**src/rtl/fpu_floor.sv**
```systemverilog
// fpu_floor: registered IEEE-754 binary32 floor (round toward -inf), result
// returned as binary32. Accepts one operand per cycle, 1-cycle latency, no
// backpressure.
//
// Ports:
//   clk        clock, all state updates on rising edge
//   rst        synchronous active-high reset (priority over in_valid)
//   in_valid   x carries a valid operand this cycle
//   x[31:0]    binary32 operand {s, e[7:0], m[22:0]}
//   out_valid  y holds a valid result (in_valid delayed one cycle)
//   y[31:0]    floor(x); holds its value across bubbles
module fpu_floor (
  input  logic        clk,
  input  logic        rst,
  input  logic        in_valid,
  input  logic [31:0] x,
  output logic        out_valid,
  output logic [31:0] y
);

  logic        out_valid_q, out_valid_d;
  logic [31:0] y_q, y_d;

  logic        s;
  logic [7:0]  e;
  logic [22:0] m;
  logic [7:0]  k;
  logic [22:0] mask;
  logic [22:0] frac;
  logic [22:0] mi;
  logic [23:0] sum_m;
  logic [7:0]  e_inc;
  logic [31:0] res;

  assign s = x[31];
  assign e = x[30:23];
  assign m = x[22:0];

  // Number of fractional mantissa bits; only meaningful for 127 <= e <= 149.
  assign k     = 8'd150 - e;
  assign mask  = 23'((24'd1 << k) - 24'd1);
  assign frac  = m & mask;
  assign mi    = m & ~mask;
  // Adding 2^k to the truncated mantissa: a carry out of bit 22 here is the
  // same as a carry out of bit 23 of the full significand {1, mi}. Because mi
  // is a multiple of 2^k, the mantissa is exactly zero when that happens.
  assign sum_m = {1'b0, mi} + (24'd1 << k);
  assign e_inc = e + 8'd1;

  always_comb begin
    res = x;
    if (e == 8'hFF || e >= 8'd150 || (e == 8'd0 && m == 23'd0)) begin
      res = x;
    end else if (e < 8'd127) begin
      res = s ? 32'hBF80_0000 : 32'h0000_0000;
    end else if (!s || frac == 23'd0) begin
      res = {s, e, mi};
    end else if (sum_m[23]) begin
      res = {1'b1, e_inc, 23'd0};
    end else begin
      res = {1'b1, e, sum_m[22:0]};
    end
  end

  always_comb begin
    out_valid_d = in_valid;
    y_d         = in_valid ? res : y_q;
  end

  always_ff @(posedge clk) begin
    if (rst) begin
      out_valid_q <= 1'b0;
      y_q         <= 32'h0000_0000;
    end else begin
      out_valid_q <= out_valid_d;
      y_q         <= y_d;
    end
  end

  assign out_valid = out_valid_q;
  assign y         = y_q;

endmodule

```
**config.mk**
```make
export PLATFORM = sky130hd
export DESIGN_NAME = fpu_floor
export DESIGN_NICKNAME = d
export VERILOG_FILES = /design/src/rtl/fpu_floor.sv
export SDC_FILE = /design/constraint.sdc
export NUM_CORES = 1
export LEC_CHECK = 0
export CAP_MARGIN = 20
export CORE_AREA = 2 2 98 100
export CTS_BUF_LIST = sky130_fd_sc_hd__clkbuf_8
export DETAILED_ROUTE_END_ITERATION = 8
export DIE_AREA = 0 0 100 102
export PLACE_DENSITY = 0.78
export SETUP_SLACK_MARGIN = 0.1
export SYNTH_ARGS = -nofsm -noshare
export SYNTH_HDL_FRONTEND = slang
export SYNTH_SLANG_ARGS = --single-unit
```
**constraint.sdc**
```tcl
create_clock -name clk -period 7.3 [get_ports clk]
set_input_delay 1.095 -clock clk [delete_from_list [all_inputs] [get_ports clk]]
set_output_delay 1.095 -clock clk [all_outputs]
set_load 0.05 [all_outputs]
```
==> implementation parameters <==
Parameter                              Value

Die
  I/O pin count ... 68
  Die boundary height ... 102 µm
  Row count ... 35
  CORE AREA ... 9110 µm²
  Starting density of the core ... 50.8%
  Die span in x ... 100 µm
  Die Footprint ... 10200 µm²

Global route
  GRT Overall Usage ... 36.4%
  Largest net degree at the start of global routing ... 45
  Initial antenna violation count ... 0
  Total congestion overflow ... 0
  Number of global-route vias before repair ... 5399
  First-pass GRT wire length ... 29300 µm

Cells and area
  Fraction of layout instances using a drive strength above 1 ... 8.91%
  Final-layout fill cell count ... 852
  Fin nets ... 798
  Leading cell type in the layout, fill and taps excluded ... sky130_fd_sc_hd__nor2_1
  Area delta synth->final ... 22.1%
  Top library cells by usage in the layout, fill and taps aside ... sky130_fd_sc_hd__nor2_1, sky130_fd_sc_hd__clkdlybuf4s50_1, sky130_fd_sc_hd__nand2_1
  Antenna Cells ... 0
  Final cell utilization of the core ... 62.0%

Critical path
  Peak fanout along the critical path ... 13
  Worst Setup Path Type ... in -> reg
  Worst Setup Start Kind ... input pin
  Worst setup EP type ... flip-flop
  Arrival time of the worst setup path ... 7.01 ns
  Required @ worst endpoint ... 7.46 ns

Synthesis
  Number of warning messages in the yosys log ... 0
  Cell Area, Synth ... 4630 µm²
  Share of flip-flops with an asynchronous set or reset after synthesis ... 0%
  Mapped Cells ... 679
  Number of flip-flops and latches in the synthesized netlist ... 33
  Count of flip-flops with a built-in enable after synthesis ... 0
  Number of library cell types mapped by synthesis ... 72
  Most common flop cell mapped by yosys ... sky130_fd_sc_hd__dfxtp_1
  Net count of the mapped netlist ... 737
  Portion of the post-synthesis area used by sequential elements ... 14.3%
  Synthesized area divided by synthesized cell count ... 6.81 µm²

Power and ir drop
  Power, Total ... 0.653 mW
  Peak ir drop on the vdd network ... 0.0000811 V
  Ratio of total power to cell area ... 116 nW/µm²
  Pleak ... 2.26 nW

Drt
  DR top layer ... met4
  Number of vias in the routed layout ... 5897
  Final routed DRC violation total ... 0
  Routed wire length per instance ... 22.0 µm
  Detailed Route Iter0 Violations ... 530
  M1 wire length ... 7870 µm
  DR WL met3 ... 2450 µm
  Post-DRT Antenna Nets ... 0
  DRT Pass-1 Iters ... 5
  Length of routed met2 wiring ... 7720 µm
  Average vias per placed instance ... 6.92
  Total Wirelength ... 18700 µm

Timing
  Period utilisation layout ... 93.8%
  Slew at the pin closest to its max-slew limit ... 1.03 ns
  TNS Setup ... 0 ns
  Highest clock rate ... 146 MHz
  Final Max Tran Viols ... 0
  Total of endpoints with negative setup slack in the final report ... 0
  Unrepaired setup endpoints after global routing ... false
  Final setup skew ... 0 ns
  Rel. slew slack ... 31.2%
  Count of endpoints failing hold in the final timing report ... 0
  Period minus WS final ... 6.85 ns

Clock tree
  Longest Clk Path Bufs ... 2
  Sink count of the clock tree ... 33
  Clock transition at the registers of the reported paths ... 0.07 ns
  CTS tree ... built
  Clock root buffer master ... sky130_fd_sc_hd__clkbuf_8
  Inserted Clock Buffers ... 5
  H-Tree Level Count ... 2
  Clock latency on the worst-skew pair ... 0.28 ns

Worst hold path
  Min-Delay Path Class ... reg -> reg

Placed design
  Last weighted congestion value of the routability-driven placer ... 1.04
  Port Buffers ... 67
  Final HPWL DP ... 14400 µm

Run
  Number of max-capacitance violations reported ... 0

Status
  Outcome ... finished, final reports clean
==> critical path: stages <==
cell,delay [ns]
sky130_fd_sc_hd__clkdlybuf4s50_1,0.59
sky130_fd_sc_hd__ha_1,0.29
sky130_fd_sc_hd__buf_4,0.17
sky130_fd_sc_hd__and2_1,0.22
sky130_fd_sc_hd__o21ai_0,0.15
sky130_fd_sc_hd__o21ai_2,0.09
sky130_fd_sc_hd__o21ai_1,0.10
sky130_fd_sc_hd__nor2_1,0.17
sky130_fd_sc_hd__nand3_1,0.10
sky130_fd_sc_hd__ha_1,0.24
sky130_fd_sc_hd__inv_1,0.10
sky130_fd_sc_hd__a21oi_1,0.05
sky130_fd_sc_hd__a221o_1,0.39
sky130_fd_sc_hd__and2_1,0.28
sky130_fd_sc_hd__o311a_1,0.42
sky130_fd_sc_hd__and2_1,0.20
sky130_fd_sc_hd__ha_1,0.29
sky130_fd_sc_hd__buf_4,0.16
sky130_fd_sc_hd__nand2_1,0.09
sky130_fd_sc_hd__o21bai_1,0.28
sky130_fd_sc_hd__a2111oi_2,0.09
sky130_fd_sc_hd__or3_1,0.39
sky130_fd_sc_hd__o211ai_1,0.16
sky130_fd_sc_hd__buf_12,0.19
sky130_fd_sc_hd__nor3b_4,0.06
sky130_fd_sc_hd__buf_12,0.19
sky130_fd_sc_hd__a221oi_1,0.33
sky130_fd_sc_hd__nor3_1,0.10
==> power breakdown <==
| group | total, mW | internal (mW) | switching, mW |
|---|---|---|---|
| clock | 0.175 | 0.110 | 0.0655 |
| combinational | 0.279 | 0.0972 | 0.182 |
| sequential | 0.198 | 0.192 | 0.00616 |
==> cells by family (layout without fill, tap and decap cells) <==
logic type,after synthesis,count (layout),share of synthesized area [%]
buffers and inverters,76,138,7.33
XOR/XNOR,22,22,4.17
adder cells (fa/ha/maj),23,23,6.22
multiplexers,10,10,2.27
flip-flops,33,33,14.3
AND/OR/NAND/NOR,267,267,28.4
AO/OA/AOI/OAI,248,248,37.3
==> sequential cells by signal, indices dropped and copies added (netlist names) <==
signal,count
y,32
out_valid,1
==> path summary, 6_finish.rpt <==
kind	to	startpoint	depth (start not counted)	slack (ns)
worst min register to register	y[17]$_SDFFE_PP0P_	y[17]$_SDFFE_PP0P_	2	0.49
worst max-delay path	y[0]$_SDFFE_PP0P_	x[23]	28	0.45
worst min-delay path	y[17]$_SDFFE_PP0P_	y[17]$_SDFFE_PP0P_	2	0.49
worst max register to register	y[10]$_SDFFE_PP0P_	y[10]$_SDFFE_PP0P_	3	6.37
==> stage by stage <==
step	setup slack [ns]	hold slack, ns	cells	cell area, µm²
global placement	0.148	0.467	843	5500
CTS	0.266	0.491	851	5610
global route	0.151	0.501	852	5650
finish	0.450	0.486	852	5650
floorplan	0.297	0.693	679	4630
detailed placement	-0.00886	0.477	843	5500
==> timing repair <==
| item | CTS | global route |
|---|---|---|
| resized for setup | 0 | 5 |
| setup endpoints to repair | 0 | 27 |
| setup buffers | 0 | 1 |
| hold buffers | 0 | 0 |
==> area by class of cell <==
class / instances / area (µm²) / share of cell area (%)
inverters: 23 / 86.3 / 1.53
clock inverters: 2 / 33.8 / 0.598
clock buffers: 6 / 82.6 / 1.46
repair buffers: 107 / 996 / 17.6
flip-flops and latches: 33 / 661 / 11.7
multi-input cells: 570 / 3650 / 64.6
well taps: 111 / 139 / 2.46
==> per-layer routing <==
layer	GRT usage [%]	vias up
li1	-	2687
met1	49.3	2701
met2	54.4	436
met3	11.2	73
met4	13.8	0
met5	0	-
==> Yosys cell counts, drive strengths merged (6+ instances only) <==
library cell / number / area [µm²]
a211oi: 28 / 215
a21boi: 7 / 52.6
a21o: 15 / 113
a21oi: 45 / 236
a221oi: 9 / 78.8
a22oi: 9 / 67.6
a31oi: 17 / 106
and2: 15 / 93.8
and3: 10 / 62.6
buf: 25 / 148
clkbuf: 28 / 105
dfxtp: 33 / 661
ha: 23 / 288
inv: 23 / 86.3
mux2i: 6 / 60.1
nand2: 47 / 176
nand3: 23 / 115
nor2: 93 / 349
nor2b: 13 / 81.3
nor3: 21 / 105
nor3b: 10 / 86.3
nor4: 10 / 62.6
o21ai: 43 / 223
o22ai: 9 / 56.3
o31ai: 9 / 67.6
or3: 7 / 43.8
xnor2: 15 / 131
xor2: 7 / 61.3
(Power assumes the default switching activity.)
